$ cat config.mk
export PLATFORM = sky130hd
export DESIGN_NAME = lp_seq_divider
export DESIGN_NICKNAME = d
export VERILOG_FILES = /design/src/rtl/lp_seq_divider.sv
export SDC_FILE = /design/constraint.sdc
export NUM_CORES = 1
export LEC_CHECK = 0
export CORE_ASPECT_RATIO = 1.2
export CORE_UTILIZATION = 57
export DETAILED_ROUTE_END_ITERATION = 7
export PLACE_DENSITY = 0.83
export SYNTH_ARGS = -nofsm -noshare
export SYNTH_HDL_FRONTEND = slang
export SYNTH_SLANG_ARGS = --single-unit
$ cat constraint.sdc
create_clock -name clk -period 4.4 [get_ports clk]
set_clock_uncertainty 0.05 [all_clocks]
set_input_delay 0.88 -clock clk [delete_from_list [all_inputs] [get_ports clk]]
set_output_delay 0.88 -clock clk [all_outputs]
set_load 0.02 [all_outputs]
$ cat src/rtl/lp_seq_divider.sv
// Iterative restoring divider: 2*WIDTH / WIDTH -> 2*WIDTH quotient, WIDTH remainder.
// Optional feature: define LPD_ABORT_EN to add an `abort` input that cancels an operation.
//
// state | meaning
// IDLE  | waiting for operands, in_ready=1
// CALC  | one quotient bit per cycle, MSB first
// DONE  | result presented, waiting for out_ready
module lp_seq_divider #(
    parameter int WIDTH = 8
) (
    input  logic                 clk,
    input  logic                 rst_n,
    input  logic                 in_valid,
    output logic                 in_ready,
    input  logic [2*WIDTH-1:0]   dividend,
    input  logic [WIDTH-1:0]     divisor,
    output logic                 out_valid,
    input  logic                 out_ready,
    output logic [2*WIDTH-1:0]   quotient,
    output logic [WIDTH-1:0]     remainder,
    output logic                 div_zero,
`ifdef LPD_ABORT_EN
    input  logic                 abort,
`endif
    output logic                 busy
);

    localparam int CW = (2 * WIDTH > 2) ? $clog2(2 * WIDTH) : 1;
    localparam logic [CW-1:0] CNT_LAST = CW'(2 * WIDTH - 1);

    typedef enum logic [1:0] {
        IDLE = 2'd0,
        CALC = 2'd1,
        DONE = 2'd2
    } state_t;

    state_t               r_state;
    logic                 r_in_ready;
    logic                 r_out_valid;
    logic                 r_busy;
    logic [2*WIDTH-1:0]   r_quot;
    logic [WIDTH-1:0]     r_rem_out;
    logic                 r_div_zero;

    // r_work starts as the dividend; quotient bits shift in at the LSB as dividend bits leave the MSB
    logic [2*WIDTH-1:0]   r_work;
    logic [WIDTH-1:0]     r_dvs;
    logic [WIDTH:0]       r_prem;
    logic [CW-1:0]        r_cnt;

    logic                 w_abort;
    logic [WIDTH:0]       w_trial;
    logic [WIDTH:0]       w_diff;
    logic                 w_ge;
    logic [WIDTH:0]       w_prem_next;
    logic [2*WIDTH-1:0]   w_work_next;

`ifdef LPD_ABORT_EN
    assign w_abort = abort;
`else
    assign w_abort = 1'b0;
`endif

    // Restored remainder is always below the divisor, so its top bit never survives the shift
    assign w_trial     = {r_prem[WIDTH-1:0], r_work[2*WIDTH-1]};
    assign w_diff      = w_trial - {1'b0, r_dvs};
    assign w_ge        = r_prem[WIDTH] | (w_trial >= {1'b0, r_dvs});
    assign w_prem_next = w_ge ? w_diff : w_trial;
    assign w_work_next = {r_work[2*WIDTH-2:0], w_ge};

    always_ff @(posedge clk or negedge rst_n) begin
        if (!rst_n) begin
            r_state     <= IDLE;
            r_in_ready  <= 1'b1;
            r_out_valid <= 1'b0;
            r_busy      <= 1'b0;
            r_quot      <= '0;
            r_rem_out   <= '0;
            r_div_zero  <= 1'b0;
            r_work      <= '0;
            r_dvs       <= '0;
            r_prem      <= '0;
            r_cnt       <= '0;
        end else begin
            case (r_state)
                IDLE: begin
                    if (in_valid) begin
                        r_in_ready <= 1'b0;
                        r_busy     <= 1'b1;
                        if (divisor != '0) begin
                            r_work  <= dividend;
                            r_dvs   <= divisor;
                            r_prem  <= '0;
                            r_cnt   <= CNT_LAST;
                            r_state <= CALC;
                        end else begin
                            r_quot      <= '1;
                            r_rem_out   <= dividend[WIDTH-1:0];
                            r_div_zero  <= 1'b1;
                            r_out_valid <= 1'b1;
                            r_state     <= DONE;
                        end
                    end
                end
                CALC: begin
                    if (w_abort) begin
                        r_state    <= IDLE;
                        r_in_ready <= 1'b1;
                        r_busy     <= 1'b0;
                    end else begin
                        r_work <= w_work_next;
                        r_prem <= w_prem_next;
                        if (r_cnt == '0) begin
                            r_quot      <= w_work_next;
                            r_rem_out   <= w_prem_next[WIDTH-1:0];
                            r_div_zero  <= 1'b0;
                            r_out_valid <= 1'b1;
                            r_state     <= DONE;
                        end else begin
                            r_cnt <= r_cnt - 1'b1;
                        end
                    end
                end
                DONE: begin
                    if (w_abort || out_ready) begin
                        r_state     <= IDLE;
                        r_out_valid <= 1'b0;
                        r_in_ready  <= 1'b1;
                        r_busy      <= 1'b0;
                    end
                end
                default: begin
                    r_state     <= IDLE;
                    r_out_valid <= 1'b0;
                    r_in_ready  <= 1'b1;
                    r_busy      <= 1'b0;
                end
            endcase
        end
    end

    assign in_ready  = r_in_ready;
    assign out_valid = r_out_valid;
    assign busy      = r_busy;
    assign quotient  = r_quot;
    assign remainder = r_rem_out;
    assign div_zero  = r_div_zero;

endmodule

==> run summary <==
# port buffers - 55
Clock power frac - 14.5%
DP Wirelength - 5268 microns
Crit path max fanout - 24
Lkg Pwr - 1.793 nW
CTS tree - yes
Max-slew violations - 0
Synth unique cells - 41
Slew headroom - 36.58%
Mapped Cells - 367
TritonCTS Buffers - 9
Number of synthesized register bits - 67
Overall power - 3.498 mW
Post-Syn Nets - 405
Clock Latency Late Sink - 350 ps
Power density over the cells - 869.3 nW/um^2
Placer Congestion - 0.8542
# diodes - 0
Sw Ratio - 44.49%
DR top layer - met4
Sequential element share of the synthesized area - 51.76%
Die Area - 5995 sq um
Max-cap viol count - 0
Avg Cell Area, Syn - 8.833 sq um
Vias - 2818
CTS Root Cell - clkbuf_8
RR Endpoint - remainder[6]$_DFFE_PN0P_
Minimum clock period - 3021 ps
Worst Path Required - 4570 ps
Yosys warns - 0
Final wirelength - 7529 microns
Drt initial violations - 325
End of the critical path - remainder[6]$_DFFE_PN0P_
Worst slew pin tran - 949.6 ps
Top_reg_cell synth - dfrtp_1
CTS resizes - 0
Most frequent cell after synthesis - nand2_1
Worst Setup SP - divisor[5]
Slowest cell on crit path - or3_1
Core ar. - 5370 sq um
Critical path arrival - 3190 ps
Clk sinks - 67
Initial Util - 60.37%
Synth top area share - 50.95%
Post-synth ARST share - 100.0%
Startpoint class of the critical path - input pin
Clock tree buffer depth - 2
Rows - 29
Final hold vios - 0
VDD IR-drop max - 0.4788 mV
Initial antenna violation count - 0
H-tree depth - 3
# fillers - 409
Share of cells above drive strength 1 - 7.565%
Fmax - 0.3310 GHz
Comb pwr share - 53.2%
I/O pin cnt - 56
Final setup viols - 0
R2R Path Start - r_state[1]$_DFFE_PN0P_
Met2 WL post-DR - 3794 microns
Largest net degree at the start of global routing - 43
Status - finished with violations
Chip height - 84.62 microns
Failing checks - DRC
Delay of the slowest critical-path stage - 720 ps
GRT Util Overall - 27.79%
Drt first pass iters - 8
RSZ-0062 raised after global routing - false
P&R area growth vs syn - 24.12%
Clock slew at the register clock pins of the worst setup and hold paths - 70 ps
Final #Nets - 456
EDFF count, synth - 0
Worst-case reg-to-reg path depth - 7
Sw Pwr - 1.556 mW
Gr ovfl total - 0
First-pass GRT wire length - 12730 microns
Setup TNS - 0 ps
Met3 routed wirelength - 426 microns
Post-CTS Setup Bufs - 0
Via-to-Cell Ratio - 5.810
Cts hold-fix bufs - 0
Crit Path Category - input pin to flop
Synth Cell Area - 3242 sq um
Routed WL per cell - 15.52 microns
Reg power frac - 32.3%
ANT nets after route - 0
Detailed-route DRC error count - 6
Synth top cells by count - 93 x nand2_1, 66 x dfrtp_1, 36 x nor2_1
Fin crit share - 68.67%
Synth area leaders - dfrtp_1 51%, nand2_1 11%, o21ai_0 5.1%
CP Cell Sequence - clkdlybuf4s50_1 -> nor4_4 -> a31oi_1 -> or3_1 -> or3_1 -> o21ai_1 -> a31oi_1
HP Class - flop to flop
FF-to-FF setup slack - 1670 ps
Die X - 70.85 microns
Cell internal pwr - 1.942 mW
DRT met1 WL - 3199 microns
CP endpoint kind - flop
Post-synth top area cell - dfrtp_1
Vias in the first global route - 2709
==> cell families after synthesis <==
family                     count (synthesis)  synth area share [%]
AOI/OAI and AO/OA                         93                 17.41
adders and majority gates                 10                 4.091
muxes                                      4                 1.274
and+or+nand+nor                          159                 21.38
DFF                                       67                 51.76
buffers and inverters                     34                 4.091
==> worst min path at each step <==
stage / start / endpoint / slack (ps) / cells past startpoint
after floorplan: r_prem[8]$_DFFE_PN0P_ / r_prem[8]$_DFFE_PN0P_ / 410 / 2
after global placement: quotient[4]$_DFFE_PN0P_ / quotient[4]$_DFFE_PN0P_ / 400 / 2
after detailed placement: quotient[3]$_DFFE_PN0P_ / quotient[3]$_DFFE_PN0P_ / 410 / 2
after CTS: quotient[8]$_DFFE_PN0P_ / quotient[8]$_DFFE_PN0P_ / 420 / 2
after global routing: quotient[5]$_DFFE_PN0P_ / quotient[5]$_DFFE_PN0P_ / 440 / 2
final: quotient[8]$_DFFE_PN0P_ / quotient[8]$_DFFE_PN0P_ / 420 / 2
==> power by group through the flow <==
stage / registers (mW) / clock network (mW) / logic, mW
2_1_floorplan: 1.24 / 0 / 1.12
3_3_place_gp: 1.12 / 0 / 1.79
3_5_place_dp: 1.14 / 0 / 1.84
4_1_cts: 1.13 / 0.510 / 1.86
5_1_grt: 1.17 / 0.543 / 2.07
6_report: 1.13 / 0.507 / 1.86
==> area by class of cell <==
| type | count | area, sq um | area share (%) |
|---|---|---|---|
| Inverter | 14 | 52.55 | 1.306 |
| Multi-Input combinational cell | 266 | 1439 | 35.76 |
| Clock buffer | 11 | 141.4 | 3.514 |
| Timing Repair Buffer | 60 | 583.1 | 14.49 |
| Sequential cell | 67 | 1678 | 41.70 |
| Clock inverter | 5 | 52.55 | 1.306 |
| Tap cell | 62 | 77.57 | 1.928 |
==> cell usage in the layout (no fill, tap or decap), types with 4 or more instances in the layout <==
master / synthesis / final
nand2_1: 93 / 93
dfrtp_1: 66 / 66
clkdlybuf4s50_1: 0 / 54
nor2_1: 36 / 35
o21ai_0: 33 / 33
a31oi_1: 25 / 25
inv_1: 14 / 14
a21oi_1: 12 / 12
clkbuf_8: 0 / 10
ha_1: 9 / 9
nor3_1: 6 / 5
or3_1: 5 / 5
buf_4: 0 / 5
o21a_1: 4 / 4
==> layer usage <==
layer	global-route usage, %	up-vias
li1	-	1363
met1	36.32	1353
met2	45.72	90
met3	6.723	12
met4	8.909	0
met5	0	-
==> sequential cells by signal, indices dropped and copies added, names as in the netlist <==
signal     count
r_cnt          4
r_prem         9
out_valid      1
r_dvs          8
r_work        16
remainder      8
r_state        2
in_ready       1
div_zero       1
busy           1
quotient      16
==> metrics by stage <==
stage	cells	area [sq um]	hold slack (ps)	util [%]	setup WS, ps
after floorplan	367	3242	407.1	-	2015
after global placement	469	3830	399.0	71.32	1076
after detailed placement	469	3830	405.5	71.32	1022
after CTS	485	4024	421.5	74.93	1392
after global routing	485	4024	441.9	74.93	1254
final	485	4024	415.4	74.93	1379
==> worst max-delay path, delay by kind of cell <==
kind,cells,cell delay [ps]
AO/OA/AOI/OAI,3,310
buffers and inverters,1,460
AND/OR/NAND/NOR,3,1530
Power figures use the tool's default switching activity.
